$ cat src/rtl/instr_fetch_seq.sv
// Instruction-fetch sequencer: owns the PC, fetches over imem req/ack, issues via valid/ready.
// Optional FETCH_CNT_EN adds a 32-bit accepted-instruction counter on port fetch_count.
module instr_fetch_seq #(
  parameter int unsigned ADDR_W   = 32,
  parameter logic [31:0] RESET_PC = 32'h0000_0000
) (
  input  logic              clk,
  input  logic              rst,
  output logic              imem_req,
  output logic [ADDR_W-1:0] imem_addr,
  input  logic              imem_ack,
  input  logic [31:0]       imem_rdata,
  output logic [31:0]       instr,
  output logic [5:0]        opcode,
  output logic              instr_valid,
  input  logic              instr_ready,
  input  logic              Jump,
  input  logic              Branch,
  input  logic              Zero,
  output logic [ADDR_W-1:0] pc_out,
`ifdef FETCH_CNT_EN
  output logic [31:0]       fetch_count,
`endif
  output logic [ADDR_W-1:0] pc_plus4
);

  typedef enum logic [1:0] {
    IDLE  = 2'd0,
    FETCH = 2'd1,
    ISSUE = 2'd2
  } state_t;

  localparam logic [ADDR_W-1:0] ALIGN_MASK = ~ADDR_W'(3);
  localparam logic [ADDR_W-1:0] RST_PC     = ADDR_W'(RESET_PC) & ALIGN_MASK;
  // Jump keeps only the PC bits above the 28-bit region addressed by the target field
  localparam logic [ADDR_W-1:0] JMP_HI_MASK = {ADDR_W{1'b1}} << 28;

  state_t            state;
  logic [ADDR_W-1:0] pc;
  logic [ADDR_W-1:0] jump_tgt;
  logic [ADDR_W-1:0] br_off;
  logic [ADDR_W-1:0] next_pc;

  assign pc_plus4  = pc + ADDR_W'(4);
  assign pc_out    = pc;
  assign imem_addr = pc;
  assign imem_req  = (state == FETCH);
  assign opcode    = instr[31:26];

  always_comb begin
    jump_tgt = (pc_plus4 & JMP_HI_MASK) | ADDR_W'({instr[25:0], 2'b00});
    br_off   = {{(ADDR_W-18){instr[15]}}, instr[15:0], 2'b00};
    next_pc  = pc_plus4;
    if (Jump)
      next_pc = jump_tgt;
    else if (Branch && Zero)
      next_pc = pc_plus4 + br_off;
    next_pc = next_pc & ALIGN_MASK;
  end

  always_ff @(posedge clk) begin
    if (rst) begin
      state       <= IDLE;
      pc          <= RST_PC;
      instr       <= '0;
      instr_valid <= 1'b0;
    end else begin
      case (state)
        IDLE: state <= FETCH;
        FETCH: begin
          if (imem_ack) begin
            instr       <= imem_rdata;
            instr_valid <= 1'b1;
            state       <= ISSUE;
          end
        end
        ISSUE: begin
          if (instr_ready) begin
            pc          <= next_pc;
            instr_valid <= 1'b0;
            state       <= FETCH;
          end
        end
        default: begin
          state       <= IDLE;
          instr_valid <= 1'b0;
        end
      endcase
    end
  end

`ifdef FETCH_CNT_EN
  always_ff @(posedge clk) begin
    if (rst)
      fetch_count <= '0;
    else if (instr_valid && instr_ready)
      fetch_count <= fetch_count + 32'd1;
  end
`endif

endmodule

$ cat config.mk
export PLATFORM = sky130hd
export DESIGN_NAME = instr_fetch_seq
export DESIGN_NICKNAME = d
export VERILOG_FILES = /design/src/rtl/instr_fetch_seq.sv
export SDC_FILE = /design/constraint.sdc
export NUM_CORES = 1
export LEC_CHECK = 0
export CORE_MARGIN = 10
export CORE_UTILIZATION = 43
export DETAILED_ROUTE_END_ITERATION = 7
export PLACE_DENSITY = 0.82
export REMOVE_ABC_BUFFERS = 1
export SYNTH_ARGS = -nofsm -noshare
export SYNTH_HDL_FRONTEND = slang
export SYNTH_SLANG_ARGS = --single-unit
$ cat constraint.sdc
create_clock -name clk -period 4 [get_ports clk]
set_input_delay 0.4 -clock clk [delete_from_list [all_inputs] [get_ports clk]]
set_output_delay 0.4 -clock clk [all_outputs]
set_load 0.01 [all_outputs]
# --- After elaboration in Yosys (flattened, before gate mapping) ---
# Cells that the tools add are included.
classes:
  n_reduce_logical: 6
  eq_ne: 4
  add_sub_neg: 2
  n_bitwise: 2
  n_mux: 8
ops:
  columns: ["cell", "count"]
  rows:
  - ["two-way mux 32 bit", 2]
  - ["adder 32 x 3 -> 32 bit (second input constant)", 1]
  - ["adder 32 bit", 1]
  - ["bitwise OR 32 x 28 -> 32 bit", 1]
  - ["case mux 2 bit (3 select lines)", 1]
  - ["AND reduction 2 bit", 3]
  - ["two-way mux 2 bit", 2]
  - ["case mux 1 bit (3 select lines)", 1]
  - ["AND reduction 3 bit", 1]
  - ["equality test 2 x 1 -> 1 bit (second input constant)", 1]
  - ["equality test 2 bit (second input constant)", 1]
  - ["zero test 2 bit", 1]
  - ["two-way mux 1 bit", 2]
  - ["inequality test 2 x 1 -> 1 bit (second input constant)", 1]
  - ["inequality test 2 bit (second input constant)", 1]
  - ["logical AND 1 bit", 1]
  - ["NOT 1 bit", 1]
totals:
  output_inout_bits: 136
  register_bits: 65

# --- Logic depth before layout (Yosys ltp) ---
# Gate-level depths: netlist of run 1.
logic_depth:
  word_depth: 4
  depth_mapped: 16
  depth_no_buf: 14

# --- Least setup slack after synthesis of run 1 ---
# Ideal clock, no wire load.
synth_timing:
  kind: "flip-flop to flip-flop"
  startpoint: "register pc[2], in the netlist imem_addr[2]"
  endpoint: "register pc[29], in the netlist imem_addr[29]"
  path_stages_with_launch: 16
  required_time_ps: 3926
  arrival_time_ps: 3586
  setup_time_ps: 74
  period_less_slack_ps: 3660
  path_slack_ps: 340
  path_cell_list: "dfxtp_1 ha_1 nand4_2 or2_2 clkbuf_1 nor2_1 xor2_1 ha_1 a21oi_1 o21ai_1 a221o_1 o2bb2ai_1 nor2_1 a21oi_1 or4_1 a31oi_1"
synth_via:
  elab_chain_cells: 4
  elab_cells_between_ends: 5
  classes_between: "add/sub: 2; mux: 2; bitwise: 1"
synth_rtl:
  columns: ["item", "line_no", "source"]
  rows:
  - ["from (decl)", "39", "logic [ADDR_W-1:0] pc;"]
  - ["from (signal assigned)", "79", "pc <= next_pc;"]
  - ["adder 32 x 3 -> 32 bit", "44", "assign pc_plus4 = pc + ADDR_W'(4);"]
  - ["via pc_plus4[16]", "24", "output logic [ADDR_W-1:0] pc_plus4"]
  - ["adder 32 bit", "57", "next_pc = pc_plus4 + br_off;"]
  - ["two-way mux 32 bit", "56", "else if (Branch && Zero)"]
  - ["two-way mux 32 bit", "54", "if (Jump)"]
# The timed path passes the listed nets, and every way through them passes these cells.
# A chain may end at the register's enable or synchronous reset.

# --- Worst setup path in the final report of run 1 ---
layout_timing:
  startpoint: "register pc[21], in the netlist imem_addr[21]"
  endpoint: "register pc[31], in the netlist imem_addr[31]"
layout_via:
  elab_chain_cells: 4
  elab_cells_between_ends: 5
  classes_between: "add/sub: 2; mux: 2; bitwise: 1"
layout_rtl:
  columns: ["item", "line_no"]
  rows:
  - ["adder 32 x 3 -> 32 bit (*)", "44"]
  - ["adder 32 bit", "57"]
  - ["two-way mux 32 bit", "56"]
  - ["two-way mux 32 bit (*)", "54"]
# Every way passes the cells marked *; elsewhere a longest branch is shown, timed or not.

==> results of run 1 <==
## layout make-up
cell class,instances,area share
repair buffers,199,0.260
flip-flops and latches,65,0.178
clock inverters,3,0.00579
inverters,10,0.00511
multi-input cells,580,0.490
clock buffers,11,0.0331
well taps,168,0.0286
## per-stage QoR
stage	cells	hold slack [ns]	util	power [uW]
floorplan	655	0.469	-	846
global placement	1022	0.454	0.581	1010
global route	1036	0.487	0.606	1850
CTS	1036	0.470	0.604	1790
detailed placement	1022	0.460	0.581	1020
finish	1036	0.468	0.606	1790
## synthesized netlist by cell type, types with 6 or more instances
| cell | number | area share |
|---|---|---|
| o21ai_0 | 25 | 0.023 |
| buf_4 | 43 | 0.060 |
| o211ai_1 | 8 | 0.011 |
| nand2_1 | 142 | 0.10 |
| nand2b_1 | 10 | 0.012 |
| a211oi_1 | 6 | 0.0084 |
| and3_1 | 6 | 0.0070 |
| nor3_1 | 10 | 0.0094 |
| xor2_1 | 18 | 0.029 |
| nand3_1 | 17 | 0.016 |
| a31oi_1 | 6 | 0.0070 |
| xnor2_1 | 24 | 0.039 |
| o31ai_1 | 6 | 0.0084 |
| nand4_1 | 9 | 0.011 |
| inv_1 | 9 | 0.0063 |
| a21o_1 | 14 | 0.020 |
| clkbuf_1 | 31 | 0.022 |
| nor2_1 | 61 | 0.043 |
| dfxtp_1 | 65 | 0.24 |
| a21oi_1 | 79 | 0.074 |
| ha_1 | 36 | 0.084 |
## sequential cells by signal (all words and copies together), names as in the netlist
register	flops
imem_addr	30
instr	32
instr_valid	1
state	2
## worst paths after layout
check                              startpoint             to  slack (ns)  depth (start not counted)
worst max register to register  imem_addr[21]  imem_addr[31]        0.20                         13
worst min-delay path                instr[29]      instr[29]        0.47                          2
worst min register to register      instr[29]      instr[29]        0.47                          2
worst max-delay path            imem_addr[21]  imem_addr[31]        0.20                         13
## layer usage
| metal | global-route usage | up-vias | wire (um) |
|---|---|---|---|
| met4 | 0.0606 | 0 | 250 |
| met2 | 0.344 | 258 | 9080 |
| met1 | 0.262 | 2652 | 8120 |
| met5 | 0 | - | 0 |
| met3 | 0.0465 | 22 | 1580 |
| li1 | - | 2809 | - |
## power groups by stage
| stage | registers, uW | clock network [uW] | logic, uW |
|---|---|---|---|
| floorplan | 718 | 0 | 128 |
| global placement | 708 | 0 | 304 |
| detailed placement | 708 | 0 | 307 |
| CTS | 695 | 788 | 309 |
| global route | 699 | 813 | 336 |
| finish | 695 | 783 | 310 |
## worst min-delay path: cells and delay by family, from the launching register on
kind,cells,cell delay (ns)
simple gates,1,0.06
flops,1,0.31
compound gates,1,0.05
## cell families after synthesis
family	synth area share
AO/OA/AOI/OAI	0.251
flip-flops	0.243
adder cells (fa/ha/maj)	0.0880
XOR/XNOR	0.0688
AND/OR/NAND/NOR	0.251
buffers and inverters	0.0911
multiplexers	0.00585
other	0.000702
==> results_dict.tcl, run 1 <==
set metrics [dict create \
    cp_top_family "simple AND/OR/NAND/NOR gates" \
    final_cell_mix "167 x clkdlybuf4s50_1, 142 x nand2_1, 79 x a21oi_1" \
    end_kind "flip-flop" \
    post_synth_num_cell_types 76 \
    slew_viol_final 0 \
    post-cts-setup-buffers 0 \
    cts_sinks 65 \
    synth_cells 726 \
    async_reset_ff_frac 0 \
    critPathSlowestCell "dfxtp_1" \
    synth_edf_count 0 \
    design.core.area_mm2 0.0121 \
    viasPerCell 5.54 \
    cts_tree "done" \
    clock_path_buffers 2 \
    setup_viol 0 \
    hold_class "flip-flop to flip-flop" \
    finalHoldViolCount 0 \
    fin_crit_sh 0.949 \
    final_area_mm2 0.00734 \
    ys_seq_area_frac 0.243 \
    pre_cts_slack_ns 0.217 \
    sw_frac_of_total 0.269 \
    crit_top_cell "a21o_1" \
    track_usage 0.208 \
    cp.arrival_ns 4.07 \
    synthFlopType "dfxtp_1" \
    seqPwrFrac 0.389 \
    clk_pin_slew_ns 0.06 \
    fin_nets 941 \
    clock-root-buffer "clkbuf_16" \
    path_cells "nand4_2 -> nor4_2 -> nand4_1 -> xnor2_1 -> ha_1 -> a21o_1 -> a21o_1 -> a211oi_2 -> nor3_1 -> mux2_2 -> a211oi_2 -> mux2i_1 -> a21o_1" \
    fin_worst_skew_ns 0.00354 \
    die_h_um 131 \
    cpPeakStageDelay_ns 0.46 \
    postRouteWirelength_um 19000 \
    pwr-share-clk 0.438 \
    p_sw_uw 481 \
    place.gp.congestion 0.978 \
    cts_buffers 9 \
    vias 5741 \
    startpoint_type "flip-flop" \
    fp-row-count 40 \
    worst_pin_slew_ns 0.744 \
    slew_headroom 0.504 \
    cts_hold_buf 0 \
    ys_ff_latch 65 \
    required_ns 4.28 \
    die_x_um 131 \
    io_buffers 168 \
    grt_max_degree 53 \
    avgRoutedWirePerCell_um 18.4 \
    peakVddDrop_uv 192 \
    seq_area_mm2 0.00130 \
    antenna_found_initial 0 \
    grt_overflow_total 0 \
    multiInputGateArea_mm2 0.00360 \
    yosysWarningCount 0 \
    dpl.hpwl_um 14600 \
    io_pins 175 \
    dieArea_mm2 0.0173 \
    insertion_delay_ns 0.33 \
    layout_commonest_cell "clkdlybuf4s50_1" \
    syn-cell-area_mm2 0.00535 \
    drt_iter0_markers 625 \
    avgSynthCellArea_um2 7.36 \
    outcome "completed" \
    grt_pass1_wl_um 29900 \
    htree_num_levels 3 \
    fmax_ghz 0.263 \
    syn2layout_area_growth_pct 37.4 \
    dr.pass1.iters 5 \
    final.fill_count 1094 \
    drive_above_1_share 0.0841 \
    antenna_left 0 \
    finalCriticalPeriod_ns 3.80 \
    tns_ns 0 \
    start_util 0.441 \
    setup_ws_ns 0.203 \
    dpl-instance-area_mm2 0.00703 \
    powerDensity_mw_per_mm2 243 \
    grt_pass1_vias 5413 \
    p_comb_frac 0.173 \
    drcViolationCount 0 \
    rsz0062_at_grt "no" \
    crit_path_max_fanout 8 \
    n_antenna_cell 0 \
    cap_violations 0 \
    critPathKind "flip-flop to flip-flop" \
    post_cts_resized 0 \
    internal_power_uw 1310 \
    critPathBufInv 0 \
    p_leak_uw 0.00290 \
]
Note: power is estimated with default switching activity, not from simulation.
==> inputs of run 2 (changes only) <==
- CAP_MARGIN: not set -> 10
- SLEW_MARGIN: not set -> 20
==> results of run 2 <==
No change in the layout: final DEF, timing and power equal those of run 1.
==> inputs of run 3 (changes only) <==
- CTS_BUF_LIST: not set -> sky130_fd_sc_hd__clkbuf_4
==> run 3 against run 2 <==
Net effect:
- clock skew increased by 0.014 ns
- sequential cell count unchanged
- via count decreased by 1.2%
- critical path type unchanged
- worst hold slack got worse by 0.093 ns
- cell count about the same
- sequential share of layout area increased by 0.40 points
- first-iteration DRC count increased by 0.64%
- die area unchanged
- maximum frequency increased by 0.20%
==> results_dict.tcl, run 3 (synthesized netlist as in run 1, its figures left out) <==
set metrics [dict create \
    antenna_left 0 \
    rsz0062_at_grt "no" \
    final.fill_count 1117 \
    die_h_um 131 \
    end_kind "flip-flop" \
    critPathKind "flip-flop to flip-flop" \
    grt-busiest-layer "met2" \
    postRouteWirelength_um 19000 \
    post-cts-setup-buffers 0 \
    cts_buffers 9 \
    place.gp.congestion 0.978 \
    peakVddDrop_uv 152 \
    clock_path_buffers 2 \
    insertion_delay_ns 0.43 \
    regMostFlops "instr" \
    worst-path-stages 13 \
    crit_path_max_fanout 8 \
    crit_top_cell "a21o_1" \
    cp.arrival_ns 4.18 \
    worst_pin_slew_ns 0.738 \
    fmax_ghz 0.264 \
    dr.pass1.iters 5 \
    slew_headroom 0.507 \
    drive_above_1_share 0.0841 \
    grt_util_met3 0.0507 \
    grt_overflow_total 0 \
    outcome "completed" \
    syn2layout_area_growth_pct 34.3 \
    final_cell_mix "167 x clkdlybuf4s50_1, 142 x nand2_1, 79 x a21oi_1" \
    io_pins 175 \
    setup_viol 0 \
    powerDensity_mw_per_mm2 201 \
    finalHoldViolCount 0 \
    worstHoldPathCells 4 \
    dpl.hpwl_um 14600 \
    cap_violations 0 \
    clock-root-buffer "clkbuf_4" \
    grt_pass1_vias 5336 \
    track_usage 0.206 \
    met1_usage 0.262 \
    critPathSlowestCell "dfxtp_1" \
    multiInputGateArea_mm2 0.00360 \
    p_leak_uw 0.00283 \
    seq_area_mm2 0.00130 \
    start_util 0.441 \
    fin_worst_skew_ns 0.0172 \
    cts_tree "done" \
    design.core.area_mm2 0.0121 \
    cpPeakStageDelay_ns 0.49 \
    finalCriticalPeriod_ns 3.79 \
    htree_num_levels 3 \
    startpoint_type "flip-flop" \
    dieArea_mm2 0.0173 \
    slew_viol_final 0 \
    layout_commonest_cell "clkdlybuf4s50_1" \
    grt_pass1_wl_um 29600 \
    die_x_um 131 \
    fin_nets 941 \
    placed_cells 1022 \
    cp_top_family "simple AND/OR/NAND/NOR gates" \
    drcViolationCount 0 \
    fp-row-count 40 \
    drt_iter0_markers 629 \
    grt_max_degree 53 \
    fin_crit_sh 0.947 \
    tns_ns 0 \
    antenna_found_initial 1 \
    path_cells "nand4_2 -> nor4_2 -> nand4_1 -> xnor2_1 -> ha_1 -> a21o_1 -> a21o_1 -> a211oi_2 -> nor3_1 -> mux2_2 -> a211oi_2 -> mux2i_1 -> a21o_1" \
    hold_class "input pin to flip-flop" \
    vias 5673 \
    required_ns 4.39 \
    viasPerCell 5.47 \
    cts_sinks 65 \
    reg2reg_depth 13 \
    clk_pin_slew_ns 0.12 \
    finalNonFillerCells 1037 \
    critPathBufInv 0 \
    fin_hold_ws_ns 0.375 \
    io_buffers 168 \
    avgRoutedWirePerCell_um 18.3 \
    largest_reg_flops 32 \
    use_met2 0.340 \
]
==> run 3: path summary, 6_finish.rpt <==
path / start / end / slack, ns
setup / recovery: imem_addr[21] / imem_addr[31] / 0.21
hold / removal: rst / imem_addr[26] / 0.37
setup reg to reg: imem_addr[21] / imem_addr[31] / 0.21
hold reg to reg: instr[29] / instr[29] / 0.48
==> run 3: timing repair <==
| action | in CTS | in global routing |
|---|---|---|
| hold buffers | 0 | 0 |
| endpoints found under the setup margin | 0 | 5 |
| resized for setup | 0 | 5 |
| hold endpoints to repair | 0 | 0 |
==> run 3: layer usage <==
layer  part of all wire  routed length [um]
met3              0.082                1570
met1               0.43                8170
met5                  0                   0
met4              0.011                 205
met2               0.48                9040
==> run 3: where the power goes <==
| group | internal, uW | switching [uW] | leakage (uW) | total, uW |
|---|---|---|---|---|
| Sequential | 669 | 25.6 | 0.000529 | 694 |
| Clock | 188 | 252 | 0.0000658 | 440 |
| Combinational | 146 | 163 | 0.00224 | 309 |
| Total | 1000 | 441 | 0.00283 | 1440 |
==> run 3: final cells by class <==
class | instances | area share
multi-input combinational | 580 | 0.501
timing repair buffer | 199 | 0.266
sequential | 65 | 0.182
tap | 168 | 0.0293
clock buffer | 10 | 0.0105
clock inverter | 4 | 0.00645
inverter | 10 | 0.00523
antenna | 1 | 0.000348
==> run 3: tightest hold or removal path: cells and delay by family <==
kind | cells | cell delay, ns
AND/OR/NAND/NOR | 2 | 0.21
buffers and inverters | 1 | 0.09
AO/OA/AOI/OAI | 1 | 0.05
==> run 3: through the flow <==
step | utilization | setup WS, ns | area (um^2) | total power [uW]
global placement | 0.581 | 0.287 | 7030 | 1010
CTS | 0.591 | 0.151 | 7160 | 1450
global route | 0.593 | 0.00140 | 7180 | 1510
detailed placement | 0.581 | 0.217 | 7030 | 1020
finish | 0.593 | 0.211 | 7180 | 1440
floorplan | - | 0.364 | 4910 | 846
